==> src/rtl/sha_pkg.sv <==
`default_nettype none
// ============================================================================
// Module      : sha_pkg
// Description : Shared SHA-256 block-sequencing constants and the controller
//               state encoding. The controller, the hash core and
//               msg_done_gen all use this package.
//               ROUNDS    : compression rounds per block
//               MSG_WORDS : words read from message memory per block
//               ADDR_W    : message memory address width
//               RND_W     : round index width
// Revision    : 1.0 - initial release
// ============================================================================
package sha_pkg;

    localparam int ROUNDS    = 64;
    localparam int MSG_WORDS = 16;
    localparam int ADDR_W    = 4;
    localparam int RND_W     = 6;

    typedef enum logic [2:0] {
        ST_IDLE   = 3'd0,
        ST_LOAD   = 3'd1,
        ST_EXPAND = 3'd2,
        ST_FINAL  = 3'd3,
        ST_DONE   = 3'd4
    } sha_state_t;

endpackage : sha_pkg
`default_nettype wire

==> src/rtl/msg_round_cnt.sv <==
`default_nettype none
// ============================================================================
// Module      : msg_round_cnt
// Description : Round issue counter with clear/increment controls and two
//               terminal-count flags.
//   clock     in  rising-edge clock
//   reset     in  asynchronous active-high reset
//   clear     in  synchronous clear (takes priority over inc)
//   inc       in  advance the counter by one
//   cnt       out current round index
//   tc_msg    out cnt == MSG_WORDS-1 (last message-memory round)
//   tc_rounds out cnt == ROUNDS-1    (last compression round)
// Revision    : 1.0 - initial release
// ============================================================================
module msg_round_cnt #(
    parameter int ROUNDS    = 64,
    parameter int MSG_WORDS = 16,
    parameter int RND_W     = 6
) (
    input  logic             clock,
    input  logic             reset,
    input  logic             clear,
    input  logic             inc,
    output logic [RND_W-1:0] cnt,
    output logic             tc_msg,
    output logic             tc_rounds
);

    localparam logic [RND_W-1:0] C_TC_MSG    = RND_W'(MSG_WORDS - 1);
    localparam logic [RND_W-1:0] C_TC_ROUNDS = RND_W'(ROUNDS - 1);

    always_ff @(posedge clock or posedge reset) begin
        if (reset) begin
            cnt <= '0;
        end else if (clear) begin
            cnt <= '0;
        end else if (inc) begin
            cnt <= cnt + 1'b1;
        end
    end

    assign tc_msg    = (cnt == C_TC_MSG);
    assign tc_rounds = (cnt == C_TC_ROUNDS);

endmodule : msg_round_cnt
`default_nettype wire

==> src/rtl/msg_done_gen.sv <==
`default_nettype none
// ============================================================================
// Module      : msg_done_gen
// Description : Terminator of the sticky message-enable handshake. A rising
//               edge of enable starts one block: MSG_WORDS message-memory
//               reads followed by schedule-expansion rounds, ROUNDS in total.
//               done is raised afterwards and held until ack.
//   clock       in  rising-edge clock
//   reset       in  asynchronous active-high reset
//   enable      in  sticky go level from the message-enable stage
//   ack         in  controller has taken the digest; releases done
//   mem_rd_en   out message memory read strobe
//   mem_addr    out message memory word address
//   round_valid out round/word_sel valid (one cycle behind the memory read)
//   round       out current round index
//   word_sel    out 1: W from memory data, 0: W from schedule expansion
//   busy        out high from LOAD entry until DONE exit
//   done        out block complete, held until ack
// Revision    : 1.0 - initial release
// ============================================================================
module msg_done_gen #(
    parameter int ROUNDS    = sha_pkg::ROUNDS,
    parameter int MSG_WORDS = sha_pkg::MSG_WORDS,
    parameter int ADDR_W    = sha_pkg::ADDR_W,
    parameter int RND_W     = sha_pkg::RND_W
) (
    input  logic              clock,
    input  logic              reset,
    input  logic              enable,
    input  logic              ack,
    output logic              mem_rd_en,
    output logic [ADDR_W-1:0] mem_addr,
    output logic              round_valid,
    output logic [RND_W-1:0]  round,
    output logic              word_sel,
    output logic              busy,
    output logic              done
);

    import sha_pkg::*;

    sha_state_t       r_state;
    logic             r_enable_q;
    logic [RND_W-1:0] w_cnt;
    logic             w_tc_msg;
    logic             w_tc_rounds;
    logic             w_start;
    logic             w_issue;
    logic             w_inc;
    logic             w_clear;

    // Only a 0->1 transition starts a block; a held level is not a request.
    assign w_start = enable & ~r_enable_q;

    // A round is issued in every LOAD and EXPAND cycle.
    assign w_issue = (r_state == ST_LOAD) || (r_state == ST_EXPAND);

    // Stop advancing on the last round so the index never wraps inside a block.
    assign w_inc   = (r_state == ST_LOAD) ||
                     ((r_state == ST_EXPAND) && !w_tc_rounds);

    // The counter clears as the FSM returns to IDLE.
    assign w_clear = (r_state == ST_DONE) && ack;

    msg_round_cnt #(
        .ROUNDS    (ROUNDS),
        .MSG_WORDS (MSG_WORDS),
        .RND_W     (RND_W)
    ) u_round_cnt (
        .clock     (clock),
        .reset     (reset),
        .clear     (w_clear),
        .inc       (w_inc),
        .cnt       (w_cnt),
        .tc_msg    (w_tc_msg),
        .tc_rounds (w_tc_rounds)
    );

    // FSM, edge-detect register and the one-stage round output pipe.
    always_ff @(posedge clock or posedge reset) begin
        if (reset) begin
            r_state     <= ST_IDLE;
            r_enable_q  <= 1'b0;
            round_valid <= 1'b0;
            round       <= '0;
            word_sel    <= 1'b0;
        end else begin
            r_enable_q  <= enable;
            round_valid <= w_issue;
            if (w_issue) begin
                round    <= w_cnt;
                word_sel <= (r_state == ST_LOAD);
            end

            case (r_state)
                ST_IDLE:   if (w_start)     r_state <= ST_LOAD;
                ST_LOAD:   if (w_tc_msg)    r_state <= ST_EXPAND;
                ST_EXPAND: if (w_tc_rounds) r_state <= ST_FINAL;
                ST_FINAL:                   r_state <= ST_DONE;
                ST_DONE:   if (ack)         r_state <= ST_IDLE;
                default:                    r_state <= ST_IDLE;
            endcase
        end
    end

    // Straight decodes of the state and counter flops.
    assign mem_rd_en = (r_state == ST_LOAD);
    assign mem_addr  = (r_state == ST_LOAD) ? w_cnt[ADDR_W-1:0] : '0;
    assign busy      = (r_state != ST_IDLE);
    assign done      = (r_state == ST_DONE);

endmodule : msg_done_gen
`default_nettype wire

==> config.mk <==
export PLATFORM = sky130hd
export DESIGN_NAME = msg_done_gen
export DESIGN_NICKNAME = d
export VERILOG_FILES = /design/src/rtl/sha_pkg.sv /design/src/rtl/msg_round_cnt.sv /design/src/rtl/msg_done_gen.sv
export SDC_FILE = /design/constraint.sdc
export NUM_CORES = 1
export LEC_CHECK = 0
export ABC_AREA = 1
export CAP_MARGIN = 20
export CORE_MARGIN = 3
export CORE_UTILIZATION = 44
export DETAILED_ROUTE_END_ITERATION = 12
export PLACE_DENSITY = 0.82
export SETUP_SLACK_MARGIN = 0.5
export SLEW_MARGIN = 20
export SYNTH_ARGS = -nofsm -noshare
export SYNTH_HDL_FRONTEND = slang
export SYNTH_SLANG_ARGS = --single-unit
==> constraint.sdc <==
create_clock -name clock -period 1.3 [get_ports clock]
set_clock_uncertainty 0.15 [all_clocks]
set_input_delay 0.26 -clock clock [delete_from_list [all_inputs] [get_ports clock]]
set_output_delay 0.26 -clock clock [all_outputs]
set_load 0.02 [all_outputs]
==> reports/qor.yml, run 1 <==
outcome: "complete, but fails checks"
violations: "setup timing"
hold_viol_final: 0
final_nets: 173
vias: 1042
timing.hold.ws_ns: 0.1155
vdd.ir_drop.worst_uv: 2353
path_class: "reg2out"
port_buffers: 18
fmax_mhz: 586.2
ys_seq_elements: 18
drtIter0Drc: 68
diodes: 0
fin_util_pct: 89.07
synth_area_leaders: "dfrtp_1 (50%), nand2_1 (11%), nand3_1 (6.1%)"
rsz0062_at_grt: "yes"
avgRoutedWirePerCell_um: 19.44
crit_path_end_kind: "primary output"
ys.flop_type: "dfrtp_1"
initial_utilization_pct: 49.21
synth_edf_count: 0
multiInputGateArea_um2: 511.7
antenna_left: 0
wl_um: 3732
drive_above_1_share_pct: 61.68
synthArstFlopShare_pct: 100.0
crit_fanout: 6
worstPathArrival_ns: 1.30
tritoncts: "yes"
yosys-top-cells-count: "nand2_1 (26), dfrtp_1 (18), inv_1 (14)"
cts_buffers: 3
yosysMostFrequentCell: "nand2_1"
yosysSeqAreaShare_pct: 50.28
clkLatencyLatePin_ns: 0.31
drc: 0
cts.sinks: 18
grt_max_degree: 19
dp_hpwl_um: 1675
ios: 19
fillers: 78
die_w_um: 51.12
cap_viol_max_count: 0
slew_headroom_pct: 82.80
synth.net_count: 112
grt_pass1_wl_um: 5037
syn_inst: 107
netlist.area_leader.share_pct: 50.28
dp.cells: 171
period_needed_ns: 1.706
fin_ws_ns: -0.4058
worstPathRequired_ns: 0.89
syn_area_um2: 895.9
cts.path.max_buffers: 2
row_count: 15
die_h_um: 51.12
ys_types: 21
yosys_warnings: 0
dr.pass1.iters: 4
cp-start-kind: "flop"
p_per_area_nw_per_um2: 3273
area_growth_pct: 81.01
final.period_utilization_pct: 131.2
vias_per_cell: 5.427
power.total_mw: 5.307
dieArea_um2: 2613
clkTransAtPathRegs_ns: 0.13
synth_top_area_cell: "dfrtp_1"
ff_latch_area_um2: 459.2
postCtsHoldBufs: 0
track_usage_pct: 26.49
grt_antenna_before_repair: 0
htreeDepth: 1
finalMaxSlewViolations: 0
power_leakage_nw: 0.8199
final-instance-count-excl-fill: 192
routabilityCongestion: 0.8357
syn_area_per_cell_um2: 8.373
cts-root-buf: "clkbuf_4"
setup_viol: 22
grt_pass1_vias: 1061
core_um2: 1821
worst_slew_pin_slew_ns: 0.2570
overflow: 0
hp-class: "in2async"
==> kinds of logic after synthesis <==
family          Yosys count  synth area share, %
buf+inv                  17                7.961
compound gates           10                7.123
flops                    18                50.28
xor+xnor                  3                2.933
fa+ha+maj                 1                1.396
simple gates             58                30.31
==> path summary, 6_finish.rpt <==
| path | endpoint | start | depth (start not counted) | slack (ns) |
|---|---|---|---|---|
| max | busy | r_state[1] | 4 | -0.41 |
| min | round_valid | reset | 3 | 0.12 |
| max reg2reg | round[0] | r_state[0] | 7 | -0.35 |
| min reg2reg | round[5] | round[5] | 2 | 0.42 |
| max in group asynchronous | r_state[0] | reset | 3 | 0.67 |
| min in group clock | r_enable_q | enable | 1 | 0.32 |
==> critical path, stage by stage (launching register included) <==
cell	delay (ns)
dfrtp_1	0.43
inv_2	0.10
buf_4	0.19
nand2_1	0.09
buf_2	0.17
==> repair_timing <==
item / 4_1_cts / 5_1_grt
endpoints found under the hold margin: 0 / 0
gates resized for setup: 107 / 5
gates cloned: 2 / 0
setup endpoints to repair: 32 / 32
buffers inserted: 8 / 7
pin swaps: 10 / 2
==> per-layer routing <==
layer	up-vias	global-route usage, %	wire length, um
met5	-	0	0
met4	0	11.66	180
met3	18	3.790	293
met2	71	47.42	1947
met1	493	31.09	1310
li1	460	-	-
==> power by group <==
| part | leakage, nW | internal (mW) | switching (mW) |
|---|---|---|---|
| Sequential | 0.214 | 0.834 | 0.232 |
| Combinational | 0.585 | 1.86 | 2.00 |
| Clock | 0.0210 | 0.171 | 0.213 |
| Total | 0.820 | 2.86 | 2.44 |
==> cell usage in the layout (no fill, tap or decap), drive strengths merged <==
| master | netlist | layout |
|---|---|---|
| o31ai | 1 | 1 |
| dfrtp | 18 | 18 |
| buf | 1 | 53 |
| clkbuf | 0 | 4 |
| nand2 | 29 | 30 |
| ha | 1 | 1 |
| or2 | 1 | 1 |
| clkdlybuf4s50 | 0 | 3 |
| inv | 16 | 16 |
| nor2 | 14 | 14 |
| xor2 | 3 | 3 |
| nand3 | 12 | 12 |
| nand4 | 1 | 1 |
| nor3 | 1 | 1 |
| o21ai | 5 | 5 |
| a21oi | 4 | 4 |
==> sequential cells by signal, summed over array words and instances (netlist names) <==
| name | flops |
|---|---|
| u_round_cnt.cnt | 6 |
| word_sel | 1 |
| round | 6 |
| r_enable_q | 1 |
| r_state | 3 |
| round_valid | 1 |
==> area by class of cell <==
type                            count  share of cell area [%]
Clock buffer                        4                   2.238
Inverter                           16                   3.704
Multi-Input combinational cell     73                   31.56
Sequential cell                    18                   28.32
Tap cell                           25                   1.929
Timing Repair Buffer               56                   32.25
==> per-stage QoR <==
step | setup slack [ns] | area, um2 | TNS, ns
global route | -0.4486 | 1622 | -7.844
finish | -0.4058 | 1622 | -6.705
floorplan | -0.04131 | 952.2 | -0.3836
CTS | -0.3028 | 1554 | -4.756
detailed placement | -0.4337 | 1330 | -5.148
global placement | -0.4099 | 1330 | -4.279
No activity file was read; power rests on OpenSTA's default activity.
==> run 2, diff against run 1 <==
CAP_MARGIN = not set   (was 20)
==> results of run 2 <==
Same layout as run 1: the final DEF is identical, and so are final timing and power.
==> run 3, diff against run 2 <==
CORE_ASPECT_RATIO = 0.8   (was not set)
==> reports/qor.yml, run 3 (synthesis results as in run 1) <==
placed_area_um2: 1354
path_class: "reg2out"
antenna_left: 0
track_usage_pct: 26.84
htreeDepth: 1
overflow: 0
vias: 1017
setup_viol: 23
cts_buffers: 3
rsz0062_at_grt: "yes"
initial_utilization_pct: 50.53
crit_path_end_kind: "primary output"
power_leakage_nw: 0.8120
internal-power_mw: 2.867
postCtsHoldBufs: 0
reg_top3: "round x6, u_round_cnt.cnt x6, r_state x3"
final.period_utilization_pct: 126.7
crit_fanout: 2
diodes: 0
clkLatencyLatePin_ns: 0.31
vias_per_cell: 5.497
final_common_cell: "buf_4"
drive_above_1_share_pct: 60.12
grt_antenna_before_repair: 0
final_area_um2: 1619
avgRoutedWirePerCell_um: 18.95
finalMaxSlewViolations: 0
worst_slew_pin_slew_ns: 0.2519
hp-class: "in2async"
clkTransAtPathRegs_ns: 0.10
p_sw_share_pct: 45.39
p_clk_share_pct: 6.8
slew_headroom_pct: 83.21
row_count: 13
outcome: "complete, but fails checks"
switchingPower_mw: 2.384
routabilityCongestion: 0.7690
cp-start-kind: "flop"
violations: "setup timing"
worstPathRequired_ns: 0.89
cts.path.max_buffers: 2
dr.pass1.iters: 4
grt_pass1_vias: 981
fmax_mhz: 607.1
cts-root-buf: "clkbuf_4"
area_growth_pct: 80.73
drc: 0
pwr-share-comb_pct: 73.0
cts.sinks: 18
layout_common_cells: "buf_4 (27), buf_6 (17), nand2_1 (16)"
core_um2: 1773
p_seq_share_pct: 20.2
grt_max_degree: 19
power.total_mw: 5.251
period_needed_ns: 1.647
p_per_area_nw_per_um2: 3243
grt_pass1_wl_um: 5064
cap_viol_max_count: 0
final_nets: 169
worstPathArrival_ns: 1.24
die_h_um: 46.36
drtIter0Drc: 48
hold_viol_final: 0
die_w_um: 56.45
wl_um: 3505
vdd.ir_drop.worst_uv: 2521
tritoncts: "yes"
fillers: 61
port_buffers: 18
fin_ws_ns: -0.3471
dieArea_um2: 2617
ios: 19
dp_hpwl_um: 1640
## run 3: changes by cell type in the layout (fill, tap and decap cells not counted), moves of 2 or more
| cell | change |
|---|---|
| buf_4 | -8 |
| buf_6 | +3 |
| nand2_1 | -2 |
| nor2_1 | +2 |
## run 3: area by class of cell
cell class / count / area (um2) / share of cell area (%)
multi-input combinational: 73 / 516.7 / 31.92
timing repair buffer: 52 / 516.7 / 31.92
sequential: 18 / 459.2 / 28.36
inverter: 16 / 62.56 / 3.864
clock buffer: 4 / 36.28 / 2.241
tap: 22 / 27.53 / 1.700
## run 3: final timing paths
check,slack [ns],endpoint,cells after the start,start
worst max-delay path,-0.35,done,3,r_state[1]
worst min-delay path,0.11,round[2],3,reset
worst max register to register,-0.33,round[2],7,r_state[0]
worst min register to register,0.43,round[3],2,round[3]
max in group asynchronous,0.75,round[5],3,reset
min in group clock,0.29,r_enable_q,1,enable
## run 3: through the flow
step | std cells | hold WS [ns] | utilization [%] | worst slack (ns) | TNS, ns
floorplan | 107 | 0.04809 | - | -0.04131 | -0.3836
finish | 185 | 0.1077 | 91.32 | -0.3471 | -6.092
global placement | 170 | 0.3531 | 76.36 | -0.3846 | -4.364
detailed placement | 170 | 0.3571 | 76.36 | -0.4149 | -4.965
global route | 185 | 0.1392 | 91.32 | -0.4259 | -7.267
CTS | 182 | 0.1160 | 85.67 | -0.2888 | -4.503
## run 3: timing repair
item | in CTS | in global routing
buffers inserted | 6 | 3
gates resized for setup | 100 | 16
pin swaps | 6 | 6
setup endpoints to repair | 32 | 32
gates cloned | 2 | 0
## run 3: metal layers
metal | GRT usage [%] | vias to the layer above | part of all wire, % | wire length (um)
li1 | - | 450 | - | -
met1 | 31.54 | 487 | 40 | 1397
met2 | 47.70 | 67 | 50 | 1751
met3 | 6.162 | 13 | 7.1 | 249
met4 | 12.32 | 0 | 3.1 | 107
met5 | 0 | - | 0 | 0
## run 3: power by group through the flow
stage / combinational [mW] / clock (mW) / sequential [mW]
after floorplan: 1.29 / 0 / 1.17
after global placement: 2.59 / 0 / 0.990
after detailed placement: 2.68 / 0 / 1.00
after CTS: 3.21 / 0.350 / 1.01
after global routing: 4.04 / 0.384 / 1.08
final: 3.83 / 0.359 / 1.06
## run 3: worst max-delay path: stages (launching register included)
cell and delay (ns):
dfrtp_1 0.41, buf_4 0.16, nor3_2 0.18, buf_4 0.18
